### config.mk
export PLATFORM = sky130hd
export DESIGN_NAME = calc1_port_responder
export DESIGN_NICKNAME = d
export VERILOG_FILES = /design/src/rtl/calc1_pkg.sv /design/src/rtl/calc1_alu.sv /design/src/rtl/calc1_port_responder.sv
export SDC_FILE = /design/constraint.sdc
export NUM_CORES = 1
export LEC_CHECK = 0
export CORE_MARGIN = 3
export CORE_UTILIZATION = 40
export DETAILED_ROUTE_END_ITERATION = 6
export GPL_TIMING_DRIVEN = 0
export HOLD_SLACK_MARGIN = 0.03
export SETUP_SLACK_MARGIN = 0.02
export SYNTH_ARGS = -nofsm -noshare
export SYNTH_HDL_FRONTEND = slang
export SYNTH_HIERARCHICAL = 1
export SYNTH_SLANG_ARGS = --single-unit
### constraint.sdc
create_clock -name c_clk -period 3.3 [get_ports c_clk]
set_clock_uncertainty 0.15 [all_clocks]
set_input_delay 0.33 -clock c_clk [delete_from_list [all_inputs] [get_ports c_clk]]
set_output_delay 0.33 -clock c_clk [all_outputs]
set_load 0.1 [all_outputs]
### src/rtl/calc1_pkg.sv
// calc1_pkg -- definitions shared by the calc1 port responder and its ALU.
//   DATA_W      : operand/result width (32)
//   cmd_t       : 4-bit command code, bit 0 = MSB
//   resp_t      : 2-bit response code, bit 0 = MSB
//   state_t     : responder FSM states (IDLE, OPND2, EXEC, RESP)
// Compile-time option: CALC1_SHIFT_EN (enables the cmd 5/6 shifter).
package calc1_pkg;

    localparam int DATA_W = 32;

    typedef logic [0:3]        cmd_t;
    typedef logic [0:1]        resp_t;
    typedef logic [0:DATA_W-1] data_t;

    localparam cmd_t CMD_NOP = 4'd0;
    localparam cmd_t CMD_ADD = 4'd1;
    localparam cmd_t CMD_SUB = 4'd2;
    localparam cmd_t CMD_SHL = 4'd5;
    localparam cmd_t CMD_SHR = 4'd6;

    localparam resp_t RESP_NONE = 2'd0;
    localparam resp_t RESP_OK   = 2'd1;
    localparam resp_t RESP_ERR  = 2'd2;
    localparam resp_t RESP_RSVD = 2'd3;  // never produced

    typedef enum logic [1:0] {
        IDLE  = 2'd0,
        OPND2 = 2'd1,
        EXEC  = 2'd2,
        RESP  = 2'd3
    } state_t;

endpackage

### src/rtl/calc1_alu.sv
// calc1_alu -- purely combinational ALU for the calc1 port responder.
//   cmd    in  : command code (ADD, SUB, and SHL/SHR when CALC1_SHIFT_EN)
//   op1    in  : operand 1
//   op2    in  : operand 2 (shifts use its 5 LSBs, op2[27:31])
//   result out : result value, 0 whenever resp is ERR
//   resp   out : OK or ERR (RSVD is never produced)
// Compile-time option: CALC1_SHIFT_EN -- without it cmd 5/6 are invalid and
// no shifter is built.
module calc1_alu
    import calc1_pkg::*;
(
    input  logic [0:3]        cmd,
    input  logic [0:DATA_W-1] op1,
    input  logic [0:DATA_W-1] op2,
    output logic [0:DATA_W-1] result,
    output logic [0:1]        resp
);

    // One extra bit on the left captures the carry out of the add.
    logic [0:DATA_W] sum_ext;

    assign sum_ext = {1'b0, op1} + {1'b0, op2};

`ifdef CALC1_SHIFT_EN
    logic [0:4] sh_amt;
    assign sh_amt = op2[27:31];
`endif

    always_comb begin
        result = '0;
        resp   = RESP_ERR;
        case (cmd)
            CMD_ADD: begin
                if (!sum_ext[0]) begin
                    result = sum_ext[1:DATA_W];
                    resp   = RESP_OK;
                end
            end
            CMD_SUB: begin
                // Negative results are reported as underflow, not wrapped.
                if (op2 <= op1) begin
                    result = op1 - op2;
                    resp   = RESP_OK;
                end
            end
`ifdef CALC1_SHIFT_EN
            CMD_SHL: begin
                result = op1 << sh_amt;
                resp   = RESP_OK;
            end
            CMD_SHR: begin
                result = op1 >> sh_amt;
                resp   = RESP_OK;
            end
`endif
            default: begin
                result = '0;
                resp   = RESP_ERR;
            end
        endcase
    end

endmodule

### src/rtl/calc1_port_responder.sv
// calc1_port_responder -- two-beat request port in front of calc1_alu.
//   c_clk       in  : clock, rising edge
//   reset_n     in  : asynchronous active-low reset
//   req_cmd_in  in  : command, sampled in IDLE only; 0 = no-op
//   req_data_in in  : operand 1 with the command, operand 2 the cycle after
//   out_resp    out : response code, nonzero for exactly one cycle (RESP)
//   out_data    out : result, valid only while out_resp is nonzero, else 0
//   busy        out : high in OPND2, EXEC and RESP
// Compile-time option: CALC1_SHIFT_EN (passed through to calc1_alu).
// Flow: IDLE -(cmd)-> OPND2 -> EXEC -> RESP -> IDLE. Commands arriving
// outside IDLE are dropped.
module calc1_port_responder
    import calc1_pkg::*;
(
    input  logic              c_clk,
    input  logic              reset_n,
    input  logic [0:3]        req_cmd_in,
    input  logic [0:DATA_W-1] req_data_in,
    output logic [0:1]        out_resp,
    output logic [0:DATA_W-1] out_data,
    output logic              busy
);

    state_t            state_reg, state_next;
    logic [0:3]        cmd_reg, cmd_next;
    logic [0:DATA_W-1] op1_reg, op1_next;
    logic [0:DATA_W-1] op2_reg, op2_next;
    logic [0:DATA_W-1] result_reg, result_next;
    logic [0:1]        resp_code_reg, resp_code_next;
    // Cleared by reset and set on the first edge afterwards, so the edge
    // that follows reset release never accepts a command.
    logic              ready_reg;

    logic [0:DATA_W-1] alu_result;
    logic [0:1]        alu_resp;

    calc1_alu u_alu (
        .cmd    (cmd_reg),
        .op1    (op1_reg),
        .op2    (op2_reg),
        .result (alu_result),
        .resp   (alu_resp)
    );

    always_ff @(posedge c_clk or negedge reset_n) begin
        if (!reset_n) begin
            state_reg     <= IDLE;
            cmd_reg       <= CMD_NOP;
            op1_reg       <= '0;
            op2_reg       <= '0;
            result_reg    <= '0;
            resp_code_reg <= RESP_NONE;
            ready_reg     <= 1'b0;
        end else begin
            state_reg     <= state_next;
            cmd_reg       <= cmd_next;
            op1_reg       <= op1_next;
            op2_reg       <= op2_next;
            result_reg    <= result_next;
            resp_code_reg <= resp_code_next;
            ready_reg     <= 1'b1;
        end
    end

    always_comb begin
        state_next     = state_reg;
        cmd_next       = cmd_reg;
        op1_next       = op1_reg;
        op2_next       = op2_reg;
        result_next    = result_reg;
        resp_code_next = resp_code_reg;
        case (state_reg)
            IDLE: begin
                if (ready_reg && (req_cmd_in != CMD_NOP)) begin
                    cmd_next   = req_cmd_in;
                    op1_next   = req_data_in;
                    state_next = OPND2;
                end
            end
            OPND2: begin
                op2_next   = req_data_in;
                state_next = EXEC;
            end
            EXEC: begin
                result_next    = alu_result;
                resp_code_next = alu_resp;
                state_next     = RESP;
            end
            RESP: begin
                state_next = IDLE;
            end
            default: begin
                state_next = IDLE;
            end
        endcase
    end

    // Outputs decode straight from the state register so reset clears them
    // at once, without waiting for a clock edge.
    always_comb begin
        out_resp = RESP_NONE;
        out_data = '0;
        if (state_reg == RESP) begin
            out_resp = resp_code_reg;
            out_data = result_reg;
        end
    end

    assign busy = (state_reg != IDLE);

endmodule

==> summary.md, run 1 <==
| Metric | Value |
|---|---|
| First-pass detailed-route iteration total | 5 |
| Total I/O pin count | 73 |
| First-pass GRT wire length | 37700 um |
| Normalized max-slew margin | 0.346 |
| Synthesized area per cell | 9.55 um^2 |
| Worst path required time | 3.40 ns |
| Post-synthesis sequential area ratio | 0.320 |
| Core ar. | 19800 um^2 |
| Drt via density | 5.78 |
| HPWL Detailed | 16900 um |
| Fin. max-slew vios | 0 |
| Ant. Diodes | 0 |
| Endpoints failing setup | 32 |
| Post-synth top area share | 0.320 |
| Synth Flop Type | dfrtp_1 |
| Placed cell area | 9280 um^2 |
| Die Height | 149 um |
| Skew-Pair Late Insertion Delay | 0.37 ns |
| GRT Overall Usage | 0.212 |
| Drt wl/cell | 19.6 um |
| CTS tree | done |
| 1st-iter DRT viols | 722 |
| Pin count of the biggest net entering global routing | 55 |
| Measured slew at the worst slew-check pin | 0.979 ns |
| Layout cells sized above 1 | 0.379 |
| Post-Synthesis Cell Area | 8200 um^2 |
| CP max FO | 5 |
| Outcome | finished with violations |
| Biggest area consumer among synthesized cells | dfrtp_1 |
| Worst-path clk slew | 0.07 ns |
| RSZ-0062 raised after global routing | yes |
| Total wire length | 25300 um |
| Antenna Nets Post-Route | 0 |
| Post-synthesis simple-gate area fraction | 0.126 |
| Critical Path AT | 3.62 ns |
| Synth Area in XOR/XNOR | 0.00107 |
| Synth Area in Compound Gates | 0.221 |
| Synthesized instance count | 859 |
| Final Cycle Share | 1.07 |
| Root Driver | clkbuf_16 |
| Largest cells by area after synthesis | dfrtp_1 32%, ha_1 10%, mux2_2 8.4% |
| Routability cong. | 0.939 |
| Unique cell type count in the Yosys netlist | 78 |
| H-tree levels | 3 |
| Yosys reg bits | 105 |
| Crit Path Class | register to register |
| Commonest non-fill, non-tap cells in the layout | 103 x dfrtp_1, 72 x buf_4, 67 x nor2_1, 53 x inv_1, 53 x a21oi_1 |
| Most common cell after layout, fill and taps aside | dfrtp_1 |
| Maxcap violations | 0 |
| Clock Tree Buf Depth | 2 |
| Area grow syn2layout | 38.7% |
| Min cycle time layout | 3.52 ns |
| Number of antenna violations at the first check in global routing | 0 |
| EDFF count, synth | 0 |
| Non-Filler Instances | 1287 |
| Placed cells | 1197 |
| Post-Syn Nets | 967 |
| Setup ws final | -0.222 ns |
| DRC | 0 |
| Routed via count | 7440 |
| TritonCTS Buffers | 9 |
| Final Util | 0.575 |
| Fillers | 1708 |
| Rows | 51 |
| Failing checks | negative setup slack |
| Clock sinks | 105 |
| Adder-cell share of the synthesized area | 0.109 |
| Crit. End Element | register |
| Startpoint Class | register |
| FF/Latch Area | 2630 um^2 |
| Gr ovfl total | 0 |
| Max Freq | 0.284 GHz |
| IO Port Bufs | 72 |
| Main combinational cell family by area after synthesis | compound AO/OA/AOI/OAI gates |
| Ys Warns | 6 |
| DIE WIDTH | 149 um |
| Mux contribution to synthesized area | 0.156 |
| Final nets | 1125 |
| Vias in the first global route | 7097 |
| Hold Crit Class | register to register |
| Async set-reset flop share out of synthesis | 1.00 |
| Initial Util | 0.415 |
| Die Footprint | 22300 um^2 |
| Area of the multi-input gates | 6020 um^2 |
| Final Cell Area | 11400 um^2 |
| Hold Vio Cnt, Final | 0 |
metal layers:
metal | routed length, um | up-vias | part of all wire | global-route usage
met5 | 0 | - | 0 | 0
met4 | 806 | 0 | 0.032 | 0.0622
met3 | 1450 | 71 | 0.057 | 0.0413
met2 | 11700 | 265 | 0.46 | 0.341
met1 | 11300 | 3668 | 0.45 | 0.290
li1 | - | 3436 | - | -
cell families (layout without fill, tap and decap cells):
group,count (synthesis),after routing
XOR/XNOR,1,1
AND/OR/NAND/NOR,203,203
other,1,1
AO/OA/AOI/OAI,257,257
flip-flops,105,105
multiplexers,104,104
adder cells (fa/ha/maj),70,70
buffers and inverters,118,281
repair_timing:
action,4_1_cts,5_1_grt
cloned,2,2
setup buffers,34,42
hold endpoints to repair,51,0
resized for setup,126,193
hold buffers,1,0
pin swaps,32,61
setup endpoints to repair,56,45
layout make-up:
cell class / count / area share
inverter: 67 / 0.0230
clock buffer: 9 / 0.0198
clock inverter: 7 / 0.00748
timing repair buffer: 154 / 0.125
tap: 265 / 0.0292
sequential: 105 / 0.231
multi-input combinational: 636 / 0.529
buffer: 44 / 0.0354
worst max-delay path, cell delays in order, from the launching register on:
cell	delay (ns)
dfrtp_1	0.43
ha_4	0.26
buf_6	0.13
nor3_4	0.21
a21oi_4	0.12
a2111oi_4	0.47
nor4_4	0.08
a21oi_2	0.28
a211o_1	0.29
a311oi_4	0.15
buf_4	0.20
o311ai_4	0.28
a2bb2oi_2	0.09
mux2_4	0.25
worst paths after layout:
check | start | to | slack (ns) | cells past startpoint
worst min register to register | result_reg[13] | result_reg[13] | 0.35 | 1
max in group asynchronous | reset_n | op1_reg[30] | 1.88 | 3
worst max register to register | op1_reg[23] | result_reg[0] | -0.22 | 13
worst min-delay path | result_reg[13] | result_reg[13] | 0.35 | 1
worst max-delay path | op1_reg[23] | result_reg[0] | -0.22 | 13
min in group asynchronous | reset_n | op1_reg[11] | 0.39 | 2
through the flow:
| step | setup WS (ns) | hold slack, ns | TNS [ns] |
|---|---|---|---|
| final | -0.222 | 0.353 | -2.36 |
| after global routing | -0.243 | 0.373 | -5.31 |
| after CTS | -0.170 | 0.357 | -3.05 |
| after detailed placement | -0.726 | 0.262 | -20.07 |
| after global placement | -2.44 | 0.333 | -275.30 |
| after floorplan | 0.0375 | -0.116 | 0 |
cell usage after synthesis (4+ instances only):
cell type and number:
a211oi_1 12, mux2_2 61, dfrtp_1 105, o221ai_1 6
ha_1 68, or3_1 4, o21bai_1 13, a21o_1 15
a311oi_1 4, o31ai_1 7, a31oi_1 5, o22a_1 13
nand4_1 12, nor2b_1 11, nand3_1 11, mux2_1 12
nor4_1 4, a221o_1 4, a221oi_1 16, nand2b_1 5
mux2_4 30, o22ai_1 8, o21ai_0 20, a21oi_1 89
and2_1 35, inv_1 65, nor3_1 10, clkbuf_1 27
nor2_1 77, nand2_1 23, o21a_1 4, buf_2 11
Power of run 1 is not shown: default switching activity piles up to over one toggle a cycle in this logic, so the estimate is an artifact.
==> run 2: changes to the inputs <==
--- a/config.mk
+++ b/config.mk
@@ -13,5 +13,4 @@
 export SETUP_SLACK_MARGIN = 0.02
 export SYNTH_ARGS = -nofsm -noshare
 export SYNTH_HDL_FRONTEND = slang
-export SYNTH_HIERARCHICAL = 1
 export SYNTH_SLANG_ARGS = --single-unit
==> run 2 against run 1 <==
The flow now finishes without violations. Clock-buffer cell count grew 2. Via count grew 0.77%. Fmax rose by 8.9%. Largest cell class unchanged.
==> summary.md, run 2 <==
| Metric | Value |
|---|---|
| Non-Filler Instances | 1291 (was 1287) |
| Root Driver | clkbuf_16 (unchanged) |
| Most common cell after layout, fill and taps aside | dfrtp_1 (unchanged) |
| Hold Crit Class | register to register (unchanged) |
| Pin count of the biggest net entering global routing | 55 (unchanged) |
| Worst path bufs/invs | 2 (unchanged) |
| Total wire length | 25300 um (about the same) |
| Most frequent cells after synthesis | 105 x dfrtp_1, 72 x nor2_1, 71 x inv_1 (was 105 x dfrtp_1, 89 x a21oi_1, 77 x nor2_1) |
| Die Footprint | 22100 um^2 (was 22300 um^2) |
| Max Freq | 0.309 GHz (was 0.284 GHz) |
| Final Cycle Share | 0.980 (was 1.07) |
| Routed via count | 7497 (was 7440) |
| Routability cong. | 0.943 (was 0.939) |
| DRC | 0 (unchanged) |
| Hold Vio Cnt, Final | 0 (unchanged) |
| Die Height | 149 um (about the same) |
| Worst path required time | 3.39 ns (was 3.40 ns) |
| Number of antenna violations at the first check in global routing | 0 (unchanged) |
| H-tree levels | 3 (unchanged) |
| Synth Flop Type | dfrtp_1 (unchanged) |
| DIE WIDTH | 149 um (about the same) |
| Measured slew at the worst slew-check pin | 1.08 ns (was 0.979 ns) |
| Ant. Diodes | 0 (unchanged) |
| Min cycle time layout | 3.23 ns (was 3.52 ns) |
| Slowest stage delay, CP | 0.40 ns (was 0.47 ns) |
| Maxcap violations | 0 (unchanged) |
| Outcome | completed (was finished with violations) |
| EDFF count, synth | 0 (unchanged) |
| Layout cells sized above 1 | 0.181 (was 0.379) |
| Crit-path leading delay family | compound AO/OA/AOI/OAI gates (unchanged) |
| Crit Path Class | register to register (unchanged) |
| Synthesized area per cell | 8.84 um^2 (was 9.55 um^2) |
| CTS tree | done (unchanged) |
| Most frequent cell after synthesis | dfrtp_1 (unchanged) |
| Async set-reset flop share out of synthesis | 1.00 (unchanged) |
| Area of the multi-input gates | 5380 um^2 (was 6020 um^2) |
| CP max FO | 9 (was 5) |
| Post-synthesis sequential area ratio | 0.322 (was 0.320) |
| Worst-path clk slew | 0.07 ns (about the same) |
| Drt via density | 5.81 (was 5.78) |
| Fillers | 1844 (was 1708) |
| Post-Synthesis Cell Area | 8150 um^2 (was 8200 um^2) |
| CP Cell Sequence | ha_1 > clkbuf_4 > o21ai_1 > a21oi_2 > o31ai_2 > a2111oi_2 > buf_4 > o21a_4 > or2_4 > a311oi_2 > nor3_1 > a2111o_1 (was ha_4 > buf_6 > nor3_4 > a21oi_4 > a2111oi_4 > nor4_4 > a21oi_2 > a211o_1 > a311oi_4 > buf_4 > o311ai_4 > a2bb2oi_2 > mux2_4) |
| Clock sinks | 105 (unchanged) |
| Core ar. | 19700 um^2 (was 19800 um^2) |
| Normalized max-slew margin | 0.275 (was 0.346) |
| Gr ovfl total | 0 (unchanged) |
| Synthesized instance count | 922 (was 859) |
| Placed cells | 1260 (was 1197) |
| Area grow syn2layout | 24.1% (was 38.7%) |
| TritonCTS Buffers | 9 (unchanged) |
| Post-synth top area share | 0.322 (was 0.320) |
| Worst path slowest cell | dfrtp_1 (was a2111oi_4) |
| Unique cell type count in the Yosys netlist | 85 (was 78) |
| Final nets | 1132 (was 1125) |
| Antenna Nets Post-Route | 0 (unchanged) |
| First-pass GRT wire length | 40600 um (was 37700 um) |
| Biggest area consumer among synthesized cells | dfrtp_1 (unchanged) |
| FF-to-FF setup slack | 0.07 ns (was -0.22 ns) |
| Endpoints failing setup | 0 (was 32) |
| HPWL Detailed | 18800 um (was 16900 um) |
| IO Port Bufs | 72 (unchanged) |
| Total I/O pin count | 73 (unchanged) |
| Skew-Pair Late Insertion Delay | 0.36 ns (was 0.37 ns) |
| Yosys reg bits | 105 (unchanged) |
| Post-Syn Nets | 1031 (was 967) |
| Fin. max-slew vios | 0 (unchanged) |
| Ys Warns | 0 (was 6) |
| GRT Overall Usage | 0.229 (was 0.212) |
| FF/Latch Area | 2630 um^2 (about the same) |
| RSZ-0062 raised after global routing | yes (unchanged) |
| Clock Tree Buf Depth | 2 (unchanged) |
| Initial Util | 0.414 (was 0.415) |
| Crit. End Element | register (unchanged) |
| Critical Path AT | 3.33 ns (was 3.62 ns) |
| 1st-iter DRT viols | 632 (was 722) |
| First-pass detailed-route iteration total | 5 (unchanged) |
| Drt wl/cell | 19.6 um (about the same) |
| Startpoint Class | register (unchanged) |
| Rows | 51 (unchanged) |
| Largest cells by area after synthesis | dfrtp_1 32%, ha_1 11%, mux2_2 5.1% (was dfrtp_1 32%, ha_1 10%, mux2_2 8.4%) |
| Vias in the first global route | 7337 (was 7097) |
| Commonest non-fill, non-tap cells in the layout | 105 x dfrtp_1, 71 x inv_1, 69 x nand2_1, 64 x o21ai_0, 64 x ha_1 (was 103 x dfrtp_1, 72 x buf_4, 67 x nor2_1, 53 x inv_1, 53 x a21oi_1) |
[run 2: final cells by class]
class / count / area share
Clock inverter: 3 / 0.00421
Tap cell: 265 / 0.0328
Sequential cell: 105 / 0.260
Inverter: 73 / 0.0271
Multi-Input combinational cell: 692 / 0.531
Buffer: 49 / 0.0294
Clock buffer: 11 / 0.0240
Timing Repair Buffer: 93 / 0.0913
[run 2: cells by family after synthesis]
logic type / after synthesis / share of synthesized area
other: 1 / 0.000460
adder cells (fa/ha/maj): 71 / 0.111
buffers and inverters: 125 / 0.0658
multiplexers: 39 / 0.0536
flip-flops: 105 / 0.322
XOR/XNOR: 9 / 0.00967
AO/OA/AOI/OAI: 305 / 0.276
AND/OR/NAND/NOR: 267 / 0.161
[run 2: worst reg2reg max path, stage by stage, from the launching register on]
cell and delay (ns):
dfrtp_1 0.40, ha_1 0.29, clkbuf_4 0.19, o21ai_1 0.19, a21oi_2 0.09, o31ai_2 0.30
a2111oi_2 0.13, buf_4 0.17, o21a_4 0.21, or2_4 0.28, a311oi_2 0.26, nor3_1 0.08
a2111o_1 0.38
[run 2: worst paths after layout]
check,end,from,cells past startpoint
max,result_reg[0],op1_reg[29],12
min,resp_code_reg[0],resp_code_reg[0],1
max reg2reg,result_reg[0],op1_reg[29],12
min reg2reg,resp_code_reg[0],resp_code_reg[0],1
max in group asynchronous,op1_reg[28],reset_n,3
min in group asynchronous,op1_reg[5],reset_n,2
[run 2: layer usage]
layer / part of all wire / global-route usage
met2: 0.45 / 0.356
met1: 0.47 / 0.329
met5: 0 / 0
met4: 0.021 / 0.0746
met3: 0.063 / 0.0325
[run 2: per-stage QoR]
step | cell area [um^2] | TNS (ns) | hold slack (ns) | utilization | worst slack [ns]
finish | 10100 | 0 | 0.339 | 0.513 | 0.0652
global route | 10100 | -0.0819 | 0.357 | 0.513 | -0.0819
CTS | 9700 | 0 | 0.340 | 0.492 | 0.0177
detailed placement | 9230 | -3.40 | 0.272 | 0.468 | -0.399
global placement | 9210 | -267.26 | 0.314 | 0.467 | -2.52
floorplan | 8150 | 0 | -0.116 | - | 0.306
[run 2: repair_timing]
item	CTS	global route
setup buffers	7	11
setup endpoints to repair	50	45
resized for setup	45	92
hold buffers	1	0
gates cloned	0	1
pin swaps	10	16
hold endpoints to repair	51	0
Power of run 2 is left out for the same reason.
==> run 3: changes to the inputs <==
--- a/config.mk
+++ b/config.mk
@@ -5,6 +5,8 @@
 export SDC_FILE = /design/constraint.sdc
 export NUM_CORES = 1
 export LEC_CHECK = 0
+export ABC_CLOCK_PERIOD_IN_PS = 3300
+export CAP_MARGIN = 0
 export CORE_MARGIN = 3
 export CORE_UTILIZATION = 40
 export DETAILED_ROUTE_END_ITERATION = 6
==> results of run 3 <==
Final layout, timing and power as in run 2 (identical DEF).
Power of run 3 is left out for the same reason.
